### config.mk
export PLATFORM = sky130hd
export DESIGN_NAME = dmem_apb_bridge
export DESIGN_NICKNAME = d
export VERILOG_FILES = /design/src/rtl/dmem_apb_bridge.sv
export SDC_FILE = /design/constraint.sdc
export NUM_CORES = 1
export LEC_CHECK = 0
export CAP_MARGIN = 15
export CORE_MARGIN = 1.5
export CORE_UTILIZATION = 35
export CTS_CLUSTER_SIZE = 16
export DETAILED_ROUTE_END_ITERATION = 12
export PLACE_DENSITY = 0.68
export REMOVE_ABC_BUFFERS = 1
export SYNTH_ARGS = -nofsm -noshare
export SYNTH_HDL_FRONTEND = slang
export SYNTH_SLANG_ARGS = --single-unit
### constraint.sdc
create_clock -name clk -period 3.9 [get_ports clk]
set_input_delay 0.78 -clock clk [delete_from_list [all_inputs] [get_ports clk]]
set_output_delay 0.78 -clock clk [all_outputs]
set_load 0.05 [all_outputs]
### src/rtl/dmem_apb_bridge.sv
// Data-side bridge: core load/store port -> two-phase APB transfer, with byte/half lane steering.
// Optional ACCESS-phase watchdog enabled by defining DMEM_BRIDGE_TIMEOUT_EN.
module dmem_apb_bridge #(
  parameter int ADDR_W  = 32,
  parameter int TIMEOUT = 16
) (
  input  logic              clk,
  input  logic              rst,
  input  logic              d_req,
  input  logic              d_we,
  input  logic [2:0]        size_control,
  input  logic [ADDR_W-1:0] daddr,
  input  logic [31:0]       dwdata,
  output logic              d_stall,
  output logic [31:0]       drdata,
  output logic              d_err,
  output logic              psel,
  output logic              penable,
  output logic              pwrite,
  output logic [ADDR_W-1:0] paddr,
  output logic [31:0]       pwdata,
  output logic [3:0]        pstrb,
  input  logic [31:0]       prdata,
  input  logic              pready,
  input  logic              pslverr
);

  typedef enum logic [1:0] {IDLE, SETUP, ACCESS, DONE} state_t;

  state_t             state, state_nxt;
  logic               we_q;
  logic [2:0]         size_q;
  logic [ADDR_W-1:0]  addr_q;
  logic [31:0]        wdata_q;
  logic               misaligned;
  logic               timed_out;
  logic               bus;
  logic [7:0]         ld_b;
  logic [15:0]        ld_h;
  logic [31:0]        ld_ext;
  logic [31:0]        st_data;
  logic [3:0]         st_strb;

  // Reserved funct3 encodings are reported as misaligned so they never reach the bus.
  always_comb begin
    case (size_control)
      3'b000, 3'b100: misaligned = 1'b0;
      3'b001, 3'b101: misaligned = daddr[0];
      3'b010:         misaligned = |daddr[1:0];
      default:        misaligned = 1'b1;
    endcase
  end

`ifdef DMEM_BRIDGE_TIMEOUT_EN
  localparam int CNT_W = $clog2(TIMEOUT + 1);
  logic [CNT_W-1:0] cnt;

  always_ff @(posedge clk) begin
    if (rst)                  cnt <= '0;
    else if (state == SETUP)  cnt <= '0;
    else if (state == ACCESS) cnt <= cnt + 1'b1;
  end

  assign timed_out = (state == ACCESS) && !pready && (cnt == CNT_W'(TIMEOUT - 1));
`else
  logic unused_timeout;
  assign unused_timeout = ^TIMEOUT;
  assign timed_out      = 1'b0;
`endif

  always_comb begin
    ld_b = prdata[8*addr_q[1:0] +: 8];
    ld_h = addr_q[1] ? prdata[31:16] : prdata[15:0];
    case (size_q)
      3'b000:  ld_ext = {{24{ld_b[7]}}, ld_b};
      3'b100:  ld_ext = {24'h0, ld_b};
      3'b001:  ld_ext = {{16{ld_h[15]}}, ld_h};
      3'b101:  ld_ext = {16'h0, ld_h};
      default: ld_ext = prdata;
    endcase
  end

  always_comb begin
    case (size_q[1:0])
      2'b00: begin
        st_data = {4{wdata_q[7:0]}};
        st_strb = 4'b0001 << addr_q[1:0];
      end
      2'b01: begin
        st_data = {2{wdata_q[15:0]}};
        st_strb = 4'b0011 << addr_q[1:0];
      end
      default: begin
        st_data = wdata_q;
        st_strb = 4'b1111;
      end
    endcase
  end

  always_comb begin
    state_nxt = state;
    case (state)
      IDLE:    if (d_req) state_nxt = misaligned ? DONE : SETUP;
      SETUP:   state_nxt = ACCESS;
      ACCESS:  if (pready || timed_out) state_nxt = DONE;
      default: state_nxt = IDLE;
    endcase
  end

  always_ff @(posedge clk) begin
    if (rst) begin
      state   <= IDLE;
      we_q    <= 1'b0;
      size_q  <= 3'b0;
      addr_q  <= '0;
      wdata_q <= '0;
      drdata  <= '0;
      d_err   <= 1'b0;
    end else begin
      state <= state_nxt;
      if (state == IDLE && d_req) begin
        we_q    <= d_we;
        size_q  <= size_control;
        addr_q  <= daddr;
        wdata_q <= dwdata;
        if (misaligned) begin
          drdata <= '0;
          d_err  <= 1'b1;
        end
      end
      if (state == ACCESS) begin
        if (pready) begin
          drdata <= we_q ? 32'h0 : ld_ext;
          d_err  <= pslverr;
        end else if (timed_out) begin
          drdata <= '0;
          d_err  <= 1'b1;
        end
      end
    end
  end

  // Bus outputs derive only from captured state, so they stay stable across SETUP/ACCESS.
  assign bus     = (state == SETUP) || (state == ACCESS);
  assign psel    = bus;
  assign penable = (state == ACCESS);
  assign pwrite  = bus && we_q;
  assign paddr   = bus ? {addr_q[ADDR_W-1:2], 2'b00} : '0;
  assign pwdata  = (bus && we_q) ? st_data : 32'h0;
  assign pstrb   = (bus && we_q) ? st_strb : 4'h0;
  assign d_stall = d_req && (state != DONE);

endmodule

; Word-level counts from Yosys, hierarchy flattened
; Cells that the tools add are included.
[classes]
bitwise = 0
addsub = 0
shifts = 3
n_div = 0
mul = 0
n_reduce_logical = 12
n_mux = 21
n_lt_le_gt_ge = 0
n_eq_ne = 13
[op_table]
columns = op, count
row1 = $mux 32, 7
row2 = $pmux 32 s4, 1
row3 = $pmux 32 s2, 1
row4 = $shiftx 32x6->8, 1
row5 = $mux 16, 1
row6 = $eq 3x3->1 const B, 4
row7 = $pmux 4 s2, 1
row8 = $eq 3x1->1 const B, 2
row9 = $logic_not 3->1, 2
row10 = $mux 2, 3
row11 = $pmux 2 s3, 1
row12 = $reduce_or 2->1, 3
row13 = $eq 2x1->1 const B, 2
row14 = $logic_not 2->1, 2
row15 = $mux 1, 4
row16 = $mux 4, 1
row17 = $ne 2x2->1 const B, 2
row18 = $shl 1x2->4 const A, 1
row19 = $shl 2x2->4 const A, 1
row20 = $eq 3x2->1 const B, 1
row21 = $logic_and 1x1->1, 3
row22 = $pmux 1 s3, 1
row23 = $eq 2x2->1 const B, 1
row24 = $ne 2x1->1 const B, 1
row25 = 2 further kinds, 2
[word_totals]
reg_bits = 103
ramBits = 0
mem_count = 0
latchBits = 0
mem_bits_ro = 0
output_inout_bits = 105
in_bits = 105

; Longest topological paths before layout
[logic_depth]
depth_word = 7
depth_mapped = 8

; Worst setup path after synthesis
; No wires, ideal clock.
[synth_timing]
path_kind = register to output
startpoint = reg state[1]
endpoint = out pstrb[2]
stages_incl_launch_ff = 6
arrival_ps = 2529
path_buffers = 1
setup_slack_ps = 591
cell_sequence = dfxtp_1 inv_1 ha_1 nand2_1 clkbuf_1 a221oi_1
[synth_via]
elab_chain_cells = 4
[synth_lines]
columns = element, line
row1 = "start, declared", 30  ; state_t state, state_nxt;
row2 = "start signal, assigned", 120  ; state <= state_nxt;
row3 = $eq 2x1->1 / $eq 2x2->1 (equally long branches), 144  ; assign bus = (state == SETUP) || (state == ACCESS);
row4 = $logic_or 1x1->1 (*), 144
row5 = net psel, 17  ; output logic psel,
row6 = $logic_and 1x1->1 (*), 150  ; assign pstrb = (bus && we_q) ? st_strb : 4'h0;
row7 = $mux 4 (*), 150
row8 = "end, declared", 22  ; output logic [3:0] pstrb,
; The timed path passes the listed nets; every way through them passes the cells marked *.

; Worst setup path in the final report
[layout_timing]
startpoint = reg state[0]
endpoint = out pwdata[7]
[layout_via]
elab_chain_cells = 4
[layout_lines]
columns = element, line
row1 = $eq 2x1->1 / $eq 2x2->1 (equally long branches), 144
row2 = $logic_or 1x1->1 (*), 144
row3 = $logic_and 1x1->1 (*), 149  ; assign pwdata = (bus && we_q) ? st_data : 32'h0;
row4 = $mux 32 (*), 149
row5 = "end, declared", 21  ; output logic [31:0] pwdata,
; Every way passes the cells marked *; elsewhere a longest branch is shown, timed or not.

==> results.toml <==
[global_routing]
gr-usage-met3_pct = 8.36
antenna_found_initial = 0
grt_pass1_wl_um = 25800
overflow = 0
grt_max_degree = 60
grtUsageMet2_pct = 37.5
grt.met1_usage_pct = 26.2
track_usage_pct = 22.3
grt_pass1_vias = 5113
grt.busiest_layer = "met2"

[route]
vias = 5124
drcViolationCount = 0
drt_wl_total_um = 16300
drtPass1Iterations = 5
viasPerCell = 5.19
routedWlPerCell_um = 16.5
ant_nets = 0
drtIter0Drc = 256

[placement]
post-place-ws_ns = 0.837
numPortBuffers = 207
place_congestion = 0.797
hpwlAfterDp_um = 11500

[worst_hold_path]
min_to = "addr_q[29]"
hold_depth = 2
min_from = "addr_q[29]"
hp-class = "flop to flop"

[sta]
setup_viol = 0
rsz0062_at_grt = "false"
fin_setup_tns_ns = 0
post-route-period-util_pct = 84.3
setup_ws_ns = 0.612
slew_headroom_pct = 51.9
final-hold-violation-count = 0
tightest_slew_ns = 0.720
fin_crit_ns = 3.29
fmax_mhz = 304
fin_skew_ns = 0.00605
slew_viol_final = 0

[floorplan]
core_um2 = 13800
die-area_um2 = 14700
die_w_um = 121
io-pin-count = 210
num_rows = 43
die_h_um = 121
start_util_pct = 35.5

[final_layout]
diodes = 0
drive_gt1_share_pct = 9.65
area_delta_synth_final_pct = 56.6
layout.nets = 914
fillerInstances = 1267
post-route-util_pct = 55.6

[clock_tree]
numCtsBuffers = 9
root_buffer = "clkbuf_16"
clock-sinks = 103
postCtsSetupRepairBufs = 0
cts_resized = 0
clkTransAtPathRegs_ns = 0.07
hold_buffers = 0
cts_buffer_depth = 2
htreeDepth = 3
clkLatencyLatePin_ns = 0.35
cts_tree = "yes"

[setup_path]
regToRegSetupSlack_ns = 1.49
max_stage_delay_ns = 0.81
path_cells = "inv_1 -> ha_1 -> buf_4 -> and3_1 -> clkdlybuf4s50_1"
startpoint_type = "flop"
reg2reg_depth = 5
worst_path_max_delay_cell = "clkdlybuf4s50_1"
crit_fanout = 40
crit_path_end_kind = "primary output"
r2r-start = "size_q[0]"
arrival_ns = 2.51
worstPathRequired_ns = 3.12
crit_type = "flop to primary output"
rr_endpoint = "drdata[5]"

[synth]
synthDominantCellAreaShare_pct = 42.1
netlist_top_cells_count = "nand2_1, dfxtp_1, a21oi_1"
ys_seq_elements = 103
yosys.area.top_type = "dfxtp_1"
synth_enable_flop_cells = 0
syn_area_um2 = 4890
yosysWarnings = 0
synth_area_leaders = "dfxtp_1, nand2_1, a21oi_1"
synth_ff_type = "dfxtp_1"
avgSynthCellArea_um2 = 7.82
netlist_instances = 626
synth-seq-area-share_pct = 42.1
synth-async-reset-ratio_pct = 0
synth.distinct_cells = 45
yosysMostFrequentCell = "nand2_1"

[pwr]
p_total_mw = 3.99
p_leak_nw = 2.87
peakVddDrop_uv = 239
power_density_nw_per_um2 = 520

[run_status]
status = "completed"

[flow_run]
maxCapViolations = 0
## where the power goes
group	leakage (nW)	total [mW]	switching, mW	internal [mW]
Clock	0.141	0.911	0.388	0.523
Combinational	1.89	1.69	1.07	0.619
Sequential	0.841	1.38	0.146	1.24
Total	2.87	3.99	1.61	2.38
## metal layers
layer	routed length (µm)	vias up	share of wire, %
met5	0	-	0
li1	-	2483	-
met1	6620	2408	41
met4	208	0	1.3
met2	7700	219	47
met3	1790	14	11
## sequential cells by signal, summed over array words and instances (netlist names)
name     flops
wdata_q     32
drdata      32
state        2
size_q       3
d_err        1
addr_q      32
we_q         1
## placed cells by master (no fill, tap or decap), types with 3 or more instances in the layout
master / synthesis / final
clkdlybuf4s50_1: 0 / 177
nand2_1: 163 / 162
dfxtp_1: 103 / 102
a21oi_1: 85 / 85
nor2_1: 36 / 36
and2_1: 31 / 30
buf_12: 0 / 29
mux2i_1: 25 / 25
buf_4: 2 / 17
nand3_1: 14 / 14
a22o_1: 14 / 14
o21ai_0: 11 / 11
a221o_2: 10 / 10
clkbuf_16: 0 / 9
and3_1: 8 / 8
nor2b_1: 7 / 7
a22oi_1: 7 / 7
o211ai_1: 7 / 7
inv_1: 6 / 6
a221o_1: 6 / 6
nor3_1: 4 / 4
nand3b_1: 3 / 3
and2b_1: 3 / 3
ha_1: 3 / 3
## cell families (layout without fill, tap and decap cells)
logic type      Yosys count  in the layout  synth area share, %
other cells               1              2               0.0766
buf+inv                  62            243                 5.39
compound gates          149            149                 19.9
simple gates            280            280                 25.7
flops                   103            103                 42.1
fa+ha+maj                 3              3                0.767
mux                      27             27                 5.80
xor+xnor                  1              1                0.179
## layout make-up
type	instances	area [µm²]	area share [%]
Clock inverter	1	30.0	0.392
Clock buffer	12	256	3.35
Timing Repair Buffer	224	2480	32.4
Sequential cell	103	2060	26.9
Tap cell	180	225	2.94
Inverter	6	22.5	0.294
Multi-Input combinational cell	462	2580	33.7
## critical path: cells and delay by family (launching register included)
| kind | cells | cell delay (ns) |
|---|---|---|
| and+or+nand+nor | 1 | 0.24 |
| buffers and inverters | 3 | 1.23 |
| DFF | 1 | 0.35 |
| adders and majority gates | 1 | 0.31 |
## worst max path at each step
| stage | slack, ns | endpoint | start | cells past startpoint |
|---|---|---|---|---|
| finish | 0.61 | pwdata[7] | state[0] | 5 |
| global route | 0.52 | pwdata[7] | state[0] | 5 |
| CTS | 0.60 | pwdata[7] | state[1] | 5 |
| detailed placement | 0.84 | d_stall | d_req | 3 |
| global placement | 0.84 | d_stall | d_req | 3 |
| floorplan | -0.21 | pstrb[2] | state[1] | 4 |
## per-stage QoR
stage / area (µm²) / hold slack [ns] / std cells
5_1_grt: 7660 / 0.471 / 988
6_report: 7660 / 0.453 / 988
2_1_floorplan: 4660 / 0.426 / 571
3_5_place_dp: 7380 / 0.442 / 975
3_3_place_gp: 7380 / 0.437 / 975
4_1_cts: 7660 / 0.455 / 988
No activity file was read; power rests on OpenSTA's default activity.
